===== config.mk =====
export PLATFORM = sky130hd
export DESIGN_NAME = pc_fetch_stage
export DESIGN_NICKNAME = d
export VERILOG_FILES = /design/src/rtl/pc_fetch_stage.sv
export SDC_FILE = /design/constraint.sdc
export NUM_CORES = 1
export LEC_CHECK = 0
export ABC_AREA = 1
export CORE_MARGIN = 5
export CORE_UTILIZATION = 40
export CTS_CLUSTER_DIAMETER = 60
export DETAILED_ROUTE_END_ITERATION = 10
export PLACE_DENSITY = 0.75
export SLEW_MARGIN = 20
export SYNTH_ARGS = -nofsm -noshare
export SYNTH_HDL_FRONTEND = slang
export SYNTH_SLANG_ARGS = --single-unit

===== constraint.sdc =====
create_clock -name clk -period 1.93 [get_ports clk]
set_clock_uncertainty 0.1 [all_clocks]
set_input_delay 0.4825 -clock clk [delete_from_list [all_inputs] [get_ports clk]]
set_output_delay 0.4825 -clock clk [all_outputs]
set_load 0.01 [all_outputs]

===== src/rtl/pc_fetch_stage.sv =====
// pc_fetch_stage: IF stage of the 5-stage MIPS core.
//
// Owns the 12-bit byte-addressed PC, drives the instruction ROM address,
// loads the IF/ID pipeline register and runs the run/halt FSM together with
// the "cycles spent fetching" counter used by the board display.
//
// Optional feature macro: SINGLE_STEP_EN (adds the step port and STEP state).
//
// Ports:
//   clk          in   sole clock, rising edge
//   rst          in   synchronous active-high reset
//   stall        in   load-use hazard, hold PC and IF/ID
//   redirect     in   taken branch/jump/jr: load npc, flush IF/ID
//   npc[11:0]    in   next PC from the next-PC generator
//   halt_req     in   syscall halt decoded in ID
//   go           in   resume pulse
//   step         in   single-step pulse (SINGLE_STEP_EN only)
//   imem_data    in   combinational ROM data for imem_addr
//   imem_addr    out  ROM word address = pc[11:2]
//   pc           out  current PC register
//   pc_4         out  pc + 4 (mod 2^12)
//   if_id_instr  out  IF/ID instruction
//   if_id_pc_4   out  IF/ID copy of pc_4
//   if_id_valid  out  IF/ID holds a real instruction
//   halted       out  FSM is in HALT
//   cycle_count  out  edges taken in RUN/STEP
module pc_fetch_stage #(
  parameter logic [11:0] RESET_PC  = 12'h000,
  parameter logic [31:0] NOP_INSTR = 32'h0000_0000
) (
  input  logic        clk,
  input  logic        rst,
  input  logic        stall,
  input  logic        redirect,
  input  logic [11:0] npc,
  input  logic        halt_req,
  input  logic        go,
`ifdef SINGLE_STEP_EN
  input  logic        step,
`endif
  input  logic [31:0] imem_data,
  output logic [9:0]  imem_addr,
  output logic [11:0] pc,
  output logic [11:0] pc_4,
  output logic [31:0] if_id_instr,
  output logic [11:0] if_id_pc_4,
  output logic        if_id_valid,
  output logic        halted,
  output logic [31:0] cycle_count
);

`ifdef SINGLE_STEP_EN
  typedef enum logic [1:0] {S_RUN, S_HALT, S_STEP} state_t;
`else
  typedef enum logic [0:0] {S_RUN, S_HALT} state_t;
`endif

  state_t      state, state_next;
  logic [11:0] pc_next;
  logic [31:0] instr_next;
  logic [11:0] pc4_next;
  logic        valid_next;
  logic [31:0] count_next;
  logic        bubble;

  assign pc_4      = pc + 12'd4;
  assign imem_addr = pc[11:2];
  assign halted    = (state == S_HALT);

  always_comb begin
    state_next = state;
    pc_next    = pc;
    instr_next = if_id_instr;
    pc4_next   = if_id_pc_4;
    valid_next = if_id_valid;
    count_next = cycle_count;
    bubble     = 1'b0;

    case (state)
      S_HALT: begin
        bubble = 1'b1;
        if (go) begin
          state_next = S_RUN;
        end
`ifdef SINGLE_STEP_EN
        else if (step) begin
          state_next = S_STEP;
        end
`endif
      end
      default: begin
        // RUN, and the single RUN-equivalent edge taken in STEP
        count_next = cycle_count + 32'd1;
        if (halt_req) begin
          bubble     = 1'b1;
          state_next = S_HALT;
        end else begin
          if (redirect) begin
            pc_next = npc;
            bubble  = 1'b1;
          end else if (!stall) begin
            pc_next    = pc_4;
            instr_next = imem_data;
            pc4_next   = pc_4;
            valid_next = 1'b1;
          end
`ifdef SINGLE_STEP_EN
          if (state == S_STEP) begin
            state_next = S_HALT;
          end
`endif
        end
      end
    endcase

    if (bubble) begin
      instr_next = NOP_INSTR;
      pc4_next   = '0;
      valid_next = 1'b0;
    end
  end

  always_ff @(posedge clk) begin
    if (rst) begin
      state       <= S_RUN;
      pc          <= RESET_PC;
      if_id_instr <= NOP_INSTR;
      if_id_pc_4  <= '0;
      if_id_valid <= 1'b0;
      cycle_count <= '0;
    end else begin
      state       <= state_next;
      pc          <= pc_next;
      if_id_instr <= instr_next;
      if_id_pc_4  <= pc4_next;
      if_id_valid <= valid_next;
      cycle_count <= count_next;
    end
  end

endmodule


==> metrics, run 1 <==
clock sinks=90; unrepaired setup endpoints after global routing=true; most frequent CP cell=nand2_4; worst vdd ir=0.364 mV; Hold WS=approximately 0.37 ns; mean post-synth cell area=~7.0 um2; Syn-to-layout area delta=55.8%; first-pass GRT wire length=about 21000 um; clock latency at the later pin of the worst-skew pair=0.35 ns; Cells after Synth=between 500 and 600; Synth Register Bits=90; Placed Area=about 6000 um2; Die Y=roughly 110 um; Final Slew Violations=0; wire per inst=14.1 um; IO Count=162; Top Usage Layer GRT=met2; Die X-Extent=roughly 110 um; most common cell after layout, fill and taps aside=nor2_1; fill count=approximately 890; Final ANT Viol Nets=0; Yosys warnings=0; final core occ=0.643; post-route setup slack=-0.151 ns; Die Area=approximately 12000 um2; Fin. Hold Viols=0; critical path class=reg2out; Worst setup EP type=output pin; most frequent cells in the layout=nor2_1, clkdlybuf4s50_1, nand2_1, dfxtp_1, o21ai_0; placed wire-length estimate=9590 um; Netlist cell types=31; initial core utilization=0.412; Critical Path RT=1.35 ns; period utilization=1.08; Setup-failing EPs final=7; CTS tree=yes; met3 Use GR=0.0914; Clock transition at path regs=roughly 0.10 ns; asr flop ratio synth=0; # hold bufs at CTS=0; Final #Nets=roughly 800; fraction of layout cells with a size suffix above 1=0.165; initial antenna violation count=0; sequential area share after synthesis=0.445; DRT Pass-1 Iters=5; Slowest-stage cell, CP=dfxtp_4; Final Cell Area=around 6300 um2; Final GP Congestion=~0.9; Power Density=roughly 600 nW/um2; Largest stage delay, worst path=roughly 0.38 ns; Antenna diodes=0; core box area=about 9800 um2; DRT iter0 DRCs=about 150; total gr overflow=0; met2 Use GR=0.354; port buffer count=approximately 160; H-tree lvl count=3; Post-Syn Area=4050 um2; DR vias=roughly 4300; Detailed Route WL=12700 um; clock tree buffer depth=2; clk root buf=clkbuf_8; Leakage=2.84 nW; CTS Buf Count=9; worst hold-check path type=reg2reg; Max-slew headroom=0.657; failing checks=negative setup slack; CP Max Fanout=3; syn_nets=roughly 630; gr usage total=0.205; DRC viols=0; CP Data Arrival Time=1.50 ns; met1 Track Usage GR=0.228; most common flop cell mapped by yosys=dfxtp_1; vias in the first global route=around 4400; drt via density=~4.8; num rows=36; CP cell instances=ha_4, nand2_4, inv_4, nand2_4, nor2_2, nand2_1, and2_4, buf_6; Post-synth EDFFs=0; MaxCap Viol Count=0; startpoint types=flop; fmax=~0.48 GHz; largest net degree at the start of global routing=46; Worst Tran Pin Value=between 0.5 and 0.6 ns; Tmin final=about 2.1 ns; status=complete, but fails checks
==> repair_timing <==
action	in CTS	in global routing
pin swaps	3	9
cloned	0	0
resized for setup	86	36
setup endpoints to repair	47	29
buffers inserted	0	3
==> final timing paths <==
path                                     start              end  slack, ns  cells after the start
worst max-delay path                     pc[3]         pc_4[10]      -0.15                      8
worst min-delay path                    halted           halted       0.37                      1
worst max register to register  cycle_count[0]  cycle_count[30]       0.17                      8
worst min register to register          halted           halted       0.37                      1
==> kinds of logic (layout without fill, tap and decap cells) <==
family / after synthesis / after routing / share of synthesized area
DFF: 90 / 90 / 0.445
buffers and inverters: 94 / 283 / 0.103
adders and majority gates: 2 / 2 / 0.00618
AOI/OAI and AO/OA: 94 / 94 / 0.120
and+or+nand+nor: 292 / 292 / 0.306
xor gates and xnor gates: 9 / 9 / 0.0195
==> registers in the layout (all words and copies together) (netlist names) <==
name         count
if_id_valid      1
if_id_pc_4      12
if_id_instr     32
cycle_count     32
halted           1
pc              12
==> per-stage QoR <==
step / setup TNS [ns] / setup slack, ns / cells / total power, W
finish: -0.556 / -0.151 / 903 / 0.00374
detailed placement: -4.60 / -0.277 / 884 / 0.00255
global route: -1.13 / -0.219 / 903 / 0.00390
CTS: -1.17 / -0.244 / 900 / 0.00377
global placement: -4.34 / -0.227 / 884 / 0.00254
floorplan: 0 / 0.175 / 581 / 0.00219
==> metal layers <==
| layer | vias up | wire length [um] |
|---|---|---|
| met5 | - | 0 |
| met2 | 160 | 6160 |
| met1 | 1945 | 5010 |
| met4 | 0 | 196 |
| met3 | 18 | 1360 |
| li1 | 2197 | - |
==> synthesized netlist by cell type (all sizes together), types with 4 or more instances <==
cell type / number / area [um2]
o21ai: 66 / 334
xnor2: 4 / 35.0
clkbuf: 12 / 50.1
dfxtp: 90 / 1800
nand2: 84 / 315
xor2: 5 / 43.8
nand3: 21 / 118
nand4: 15 / 93.8
buf: 20 / 135
inv: 61 / 229
a21oi: 22 / 110
nor2: 155 / 597
nor3: 14 / 92.6
==> layout make-up <==
type,count,area [um2],area share
inverter,62,236,0.0375
clock buffer,9,124,0.0196
clock inverter,7,68.8,0.0109
tap,133,166,0.0264
sequential,90,1840,0.292
multi-input combinational,397,1930,0.306
timing repair buffer,205,1940,0.308
==> power by group <==
group / switching [W] / internal (W)
registers: 0.0000307 / 0.00189
logic: 0.000262 / 0.000302
clock network: 0.000746 / 0.000507
==> worst max-delay path: cells and delay by family (launching register included) <==
family | cells | cell delay, ns
AND/OR/NAND/NOR | 5 | 0.43
flip-flops | 1 | 0.38
buffers and inverters | 2 | 0.18
adder cells (fa/ha/maj) | 1 | 0.15
Note: power is estimated with default switching activity, not from simulation.
==> inputs of run 2 (changes only) <==
--- a/config.mk
+++ b/config.mk
@@ -7,10 +7,10 @@
 export LEC_CHECK = 0
 export ABC_AREA = 1
 export CORE_MARGIN = 5
-export CORE_UTILIZATION = 40
+export CORE_UTILIZATION = 44
 export CTS_CLUSTER_DIAMETER = 60
 export DETAILED_ROUTE_END_ITERATION = 10
-export PLACE_DENSITY = 0.75
+export PLACE_DENSITY = 0.81
 export SLEW_MARGIN = 20
 export SYNTH_ARGS = -nofsm -noshare
 export SYNTH_HDL_FRONTEND = slang
==> run 2 against run 1 <==
Net effect:
- the run still ends with negative setup slack left
- non-clock buffer count is 10 higher
- sequential share of layout area shrank 0.44 points
- cell area grew 1.7%
- clock power increased by 9.6%
- register-to-register slack worse by 0.03 ns
- worst setup slack lost 0.032 ns
- count of clock-buffer cells in the layout rose by 2
- maximum frequency shrank 1.5%
- power increased by 4.0%
- cell count decreased by 1.3%
- core utilization increased by 6.2 points
- critical path depth did not move
- critical path type unchanged
- largest cell class unchanged
==> metrics, run 2 (same netlist as run 1, synthesis figures left out) <==
Tmin final=2.11 ns (was 2.08 ns); Worst Tran Pin Value=0.564 ns (was 0.510 ns); worst hold-check path type=reg2reg (unchanged); CTS tree=yes (unchanged); vias in the first global route=4309 (was 4428); DRT iter0 DRCs=177 (was 146); Leakage=2.89 nW (was 2.84 nW); multi-input logic area=1950 um2 (was 1930 um2); H-tree lvl count=3 (unchanged); initial antenna violation count=0 (unchanged); drt via density=5.09 (was 4.78); Max-slew headroom=0.621 (was 0.657); clock sinks=90 (unchanged); DRT Pass-1 Iters=4 (was 5); CP Max Fanout=3 (unchanged); Critical Path RT=1.35 ns (about the same); clock tree buffer depth=2 (unchanged); Total Power=0.00389 W (was 0.00374 W); num rows=35 (was 36); status=complete, but fails checks (unchanged); Top Registers=cycle_count (32), if_id_instr (32) (unchanged); Final Slew Violations=0 (unchanged); largest net degree at the start of global routing=40 (was 46); port buffer count=161 (unchanged); post-route setup slack=-0.183 ns (was -0.151 ns); first-pass GRT wire length=20600 um (was 21000 um); M1 wire length=5120 um (was 5010 um); Antenna diodes=0 (unchanged); fraction of layout cells with a size suffix above 1=0.185 (was 0.165); Hold WS=0.374 ns (was 0.368 ns); total gr overflow=0 (unchanged); clock latency at the later pin of the worst-skew pair=0.35 ns (about the same); worst vdd ir=0.382 mV (was 0.364 mV); Final GP Congestion=0.899 (was 0.903); Final #Nets=827 (was 817); gr usage total=0.225 (was 0.205); met2 wire len=6670 um (was 6160 um); placed wire-length estimate=9600 um (was 9590 um); period utilization=1.09 (was 1.08); Die Area=11200 um2 (was 12200 um2); highest routed layer=met4 (unchanged); metal3 WL=985 um (was 1360 um); Worst setup EP type=output pin (unchanged); CP Data Arrival Time=1.53 ns (was 1.50 ns); Clock transition at path regs=0.09 ns (was 0.10 ns); Final Cell Area=6420 um2 (was 6310 um2); MaxCap Viol Count=0 (unchanged); Fin. Hold Viols=0 (unchanged); DRC viols=0 (unchanged); Reg area=1840 um2 (about the same); IO Count=162 (unchanged); clk root buf=clkbuf_8 (unchanged); most common cell after layout, fill and taps aside=nor2_1 (unchanged); failing checks=negative setup slack (unchanged); critical path class=reg2out (unchanged); Detailed Route WL=13100 um (was 12700 um); Setup-failing EPs final=6 (was 7); Syn-to-layout area delta=58.4% (was 55.8%); fmax=0.473 GHz (was 0.480 GHz); core box area=9110 um2 (was 9820 um2); Die X-Extent=106 um (was 111 um); wire per inst=14.7 um (was 14.1 um); CTS Buf Count=9 (unchanged); unrepaired setup endpoints after global routing=true (unchanged); initial core utilization=0.445 (was 0.412); Final ANT Viol Nets=0 (unchanged); Placed Area=6020 um2 (was 5990 um2); Power Density=606 nW/um2 (was 593 nW/um2); fill count=748 (was 886); DR vias=4536 (was 4320); startpoint types=flop (unchanged); Die Y=106 um (was 111 um); most frequent cells in the layout=nor2_1, clkdlybuf4s50_1, nand2_1, o21ai_0, dfxtp_1 (was nor2_1, clkdlybuf4s50_1, nand2_1, dfxtp_1, o21ai_0)
-- run 2: cell count changes in the layout (fill, tap and decap cells not counted), moves of 3 or more --
cell             change
clkdlybuf4s50_1      +5
buf_4                +9
nor2_1               -3
inv_8                -3
dlygate4sd2_1        -5
-- run 2: routing by layer --
layer	up-vias	global-route usage
li1	2222	-
met2	165	0.399
met3	24	0.0644
met5	-	0
met4	0	0.0786
met1	2125	0.258
-- run 2: final cells by class --
cell class	count	area share
Tap cell	111	0.0216
Clock inverter	5	0.00956
Inverter	62	0.0369
Multi-Input combinational cell	397	0.305
Sequential cell	90	0.287
Clock buffer	11	0.0236
Timing Repair Buffer	215	0.316
-- run 2: final timing paths --
path	cells past startpoint	slack, ns	endpoint	start
min reg2reg	2	0.37	cycle_count[14]	cycle_count[14]
max	8	-0.18	pc_4[10]	pc[2]
max reg2reg	12	0.14	pc[4]	pc[2]
min	2	0.37	cycle_count[14]	cycle_count[14]
-- run 2: timing repair --
item | 4_1_cts | 5_1_grt
endpoints found under the setup margin | 38 | 38
gates resized for setup | 84 | 42
pin swaps | 9 | 9
hold buffers | 0 | 0
setup buffers | 5 | 2
-- run 2: power breakdown --
| group | internal [W] | leakage [nW] | switching [W] |
|---|---|---|---|
| Clock | 0.000678 | 0.110 | 0.000689 |
| Sequential | 0.00189 | 0.743 | 0.0000314 |
| Combinational | 0.000325 | 2.03 | 0.000273 |
| Total | 0.00290 | 2.89 | 0.000994 |
-- run 2: through the flow --
step	utilization	setup TNS (ns)	setup WS, ns	instances
after global routing	0.704	-1.18	-0.243	891
after global placement	0.661	-2.87	-0.225	868
after CTS	0.691	-0.511	-0.182	889
final	0.704	-0.685	-0.183	891
after detailed placement	0.661	-4.46	-0.270	868
after floorplan	-	0	0.175	581
-- run 2: worst max-delay path: stages (launching register included) --
cell	delay, ns
dfxtp_4	0.39
ha_4	0.16
nand2_4	0.08
inv_4	0.07
nand2_4	0.06
nor2_2	0.10
nand2_1	0.05
and2_4	0.16
buf_6	0.11
==> inputs of run 3 (changes only) <==
--- a/config.mk
+++ b/config.mk
@@ -6,11 +6,13 @@
 export NUM_CORES = 1
 export LEC_CHECK = 0
 export ABC_AREA = 1
+export CELL_PAD_IN_SITES_DETAIL_PLACEMENT = 1
+export CELL_PAD_IN_SITES_GLOBAL_PLACEMENT = 2
 export CORE_MARGIN = 5
-export CORE_UTILIZATION = 44
+export CORE_UTILIZATION = 22
 export CTS_CLUSTER_DIAMETER = 60
 export DETAILED_ROUTE_END_ITERATION = 10
-export PLACE_DENSITY = 0.81
+export PLACE_DENSITY_LB_ADDON = 0.1
 export SLEW_MARGIN = 20
 export SYNTH_ARGS = -nofsm -noshare
 export SYNTH_HDL_FRONTEND = slang
==> run 3 against run 2 <==
Net effect:
- the run still ends with negative setup slack left
- register-to-register slack about the same
- core utilization down 33 points
- global-route usage down 8.0 points
- largest cell class unchanged
- largest power group unchanged
==> metrics, run 3 (same netlist as run 1, synthesis figures left out) <==
CP Capture Point=pc_4[11] (was pc_4[10]); status=complete, but fails checks (unchanged); DR vias=4455 (was 4536); most common cell after layout, fill and taps aside=nor2_1 (unchanged); IO Count=162 (unchanged); Reg2Reg Capture Point=if_id_pc_4[6] (was pc[4]); largest net degree at the start of global routing=40 (unchanged); highest routed layer=met4 (unchanged); Worst setup EP type=output pin (unchanged); Worst R2R Setup Slack=0.15 ns (was 0.14 ns); Reg area=1830 um2 (was 1840 um2); CTS tree=yes (unchanged); DRT iter0 DRCs=154 (was 177); clock latency at the later pin of the worst-skew pair=0.34 ns (was 0.35 ns); H-tree lvl count=3 (unchanged); Final GP Congestion=0.763 (was 0.899); unrepaired setup endpoints after global routing=true (unchanged); clk root buf=clkbuf_16 (was clkbuf_8); worst vdd ir=0.461 mV (was 0.382 mV); initial antenna violation count=0 (unchanged); multi-input logic area=1990 um2 (was 1950 um2); Die Y=146 um (was 106 um); most frequent cells in the layout=nor2_1, clkdlybuf4s50_1, nand2_1, dfxtp_1, o21ai_0 (was nor2_1, clkdlybuf4s50_1, nand2_1, o21ai_0, dfxtp_1); Setup-failing EPs final=7 (was 6); fraction of layout cells with a size suffix above 1=0.182 (was 0.185); vias in the first global route=4735 (was 4309); DRC viols=0 (unchanged); Max-slew headroom=0.749 (was 0.621); clock sinks=90 (unchanged); total gr overflow=0 (unchanged); fmax=0.489 GHz (was 0.473 GHz); Critical Path RT=1.35 ns (about the same); # hold bufs at CTS=0 (unchanged); RR Startpoint=pc[2] (unchanged); Reg2Reg Depth=11 (was 12); num rows=49 (was 35); Detailed Route WL=15700 um (was 13100 um); Clock transition at path regs=0.07 ns (was 0.09 ns); CP startpoint=pc[7] (was pc[2]); clock tree buffer depth=2 (unchanged); M1 wire length=6520 um (was 5120 um); placed wire-length estimate=12000 um (was 9600 um); Fin. Hold Viols=0 (unchanged); final core occ=0.374 (was 0.704); Final ANT Viol Nets=0 (unchanged); worst hold-check path type=reg2reg (unchanged); Syn-to-layout area delta=66.5% (was 58.4%); post-route setup slack=-0.116 ns (was -0.183 ns); port buffer count=161 (unchanged); CTS Buf Count=9 (unchanged); CP Max Fanout=2 (was 3); # placed instances=986 (was 868); core box area=18000 um2 (was 9110 um2); Power Density=656 nW/um2 (was 606 nW/um2); initial core utilization=0.225 (was 0.445); Top Registers=cycle_count (32), if_id_instr (32) (unchanged); Antenna diodes=0 (unchanged); failing checks=negative setup slack (unchanged); CP Data Arrival Time=1.46 ns (was 1.53 ns); Die X-Extent=146 um (was 106 um); Tmin final=2.05 ns (was 2.11 ns); Worst Tran Pin Value=0.373 ns (was 0.564 ns); wire per inst=15.5 um (was 14.7 um); Final #Nets=831 (was 827); first-pass GRT wire length=25200 um (was 20600 um); Die Area=21200 um2 (was 11200 um2); startpoint types=flop (unchanged); DRT Pass-1 Iters=4 (unchanged); MaxCap Viol Count=0 (unchanged); met2 wire len=7910 um (was 6670 um); Final Slew Violations=0 (unchanged); critical path class=reg2out (unchanged); Non-Filler Instances=1013 (was 891); drt via density=4.40 (was 5.09); period utilization=1.06 (was 1.09); Leakage=2.99 nW (was 2.89 nW); gr usage total=0.145 (was 0.225); fill count=2208 (was 748); metal3 WL=1090 um (was 985 um)
[run 3: critical path, cell delays in order (launching register included)]
cell	delay, ns
dfxtp_1	0.34
inv_1	0.08
nor3_2	0.29
nand2_4	0.08
xnor2_2	0.18
buf_2	0.16
[run 3: through the flow]
step	hold slack, ns	TNS [ns]	area [um2]	power (W)	setup WS (ns)
after global routing	0.427	-1.04	6740	0.00463	-0.207
final	0.380	-0.502	6740	0.00442	-0.116
after global placement	0.360	-5.09	6180	0.00258	-0.280
after CTS	0.386	-0.768	6630	0.00450	-0.193
after detailed placement	0.375	-6.89	6180	0.00258	-0.335
after floorplan	0.381	0	4050	0.00219	0.175
[run 3: timing repair]
action                     in CTS  in global routing
pin swaps                      10                 10
setup endpoints to repair      43                 31
buffers inserted                7                  4
resized for setup              97                 33
[run 3: per-layer routing]
metal / global-route usage / vias to the layer above
met5: 0 / -
met4: 0.0387 / 0
met2: 0.255 / 94
li1: - / 2232
met3: 0.0514 / 13
met1: 0.166 / 2116
[run 3: area by class of cell]
| cell class | instances | share of cell area |
|---|---|---|
| Timing Repair Buffer | 219 | 0.309 |
| Tap cell | 229 | 0.0425 |
| Sequential cell | 90 | 0.272 |
| Inverter | 62 | 0.0351 |
| Clock buffer | 9 | 0.0334 |
| Multi-Input combinational cell | 397 | 0.296 |
| Clock inverter | 7 | 0.0122 |
[run 3: worst min-delay path by stage]
| stage | startpoint | endpoint | slack (ns) | cells past startpoint |
|---|---|---|---|---|
| final | cycle_count[14] | cycle_count[14] | 0.38 | 2 |
| after global routing | cycle_count[7] | cycle_count[7] | 0.43 | 2 |
| after CTS | cycle_count[14] | cycle_count[14] | 0.39 | 2 |
| after detailed placement | cycle_count[14] | cycle_count[14] | 0.38 | 2 |
| after global placement | cycle_count[14] | cycle_count[14] | 0.36 | 2 |
| after floorplan | cycle_count[14] | cycle_count[14] | 0.38 | 2 |
[run 3: report_power, final]
group | switching [W] | total, W | internal (W)
clock | 0.000840 | 0.00187 | 0.00103
combinational | 0.000286 | 0.000622 | 0.000337
sequential | 0.0000331 | 0.00193 | 0.00189
total | 0.00116 | 0.00442 | 0.00326
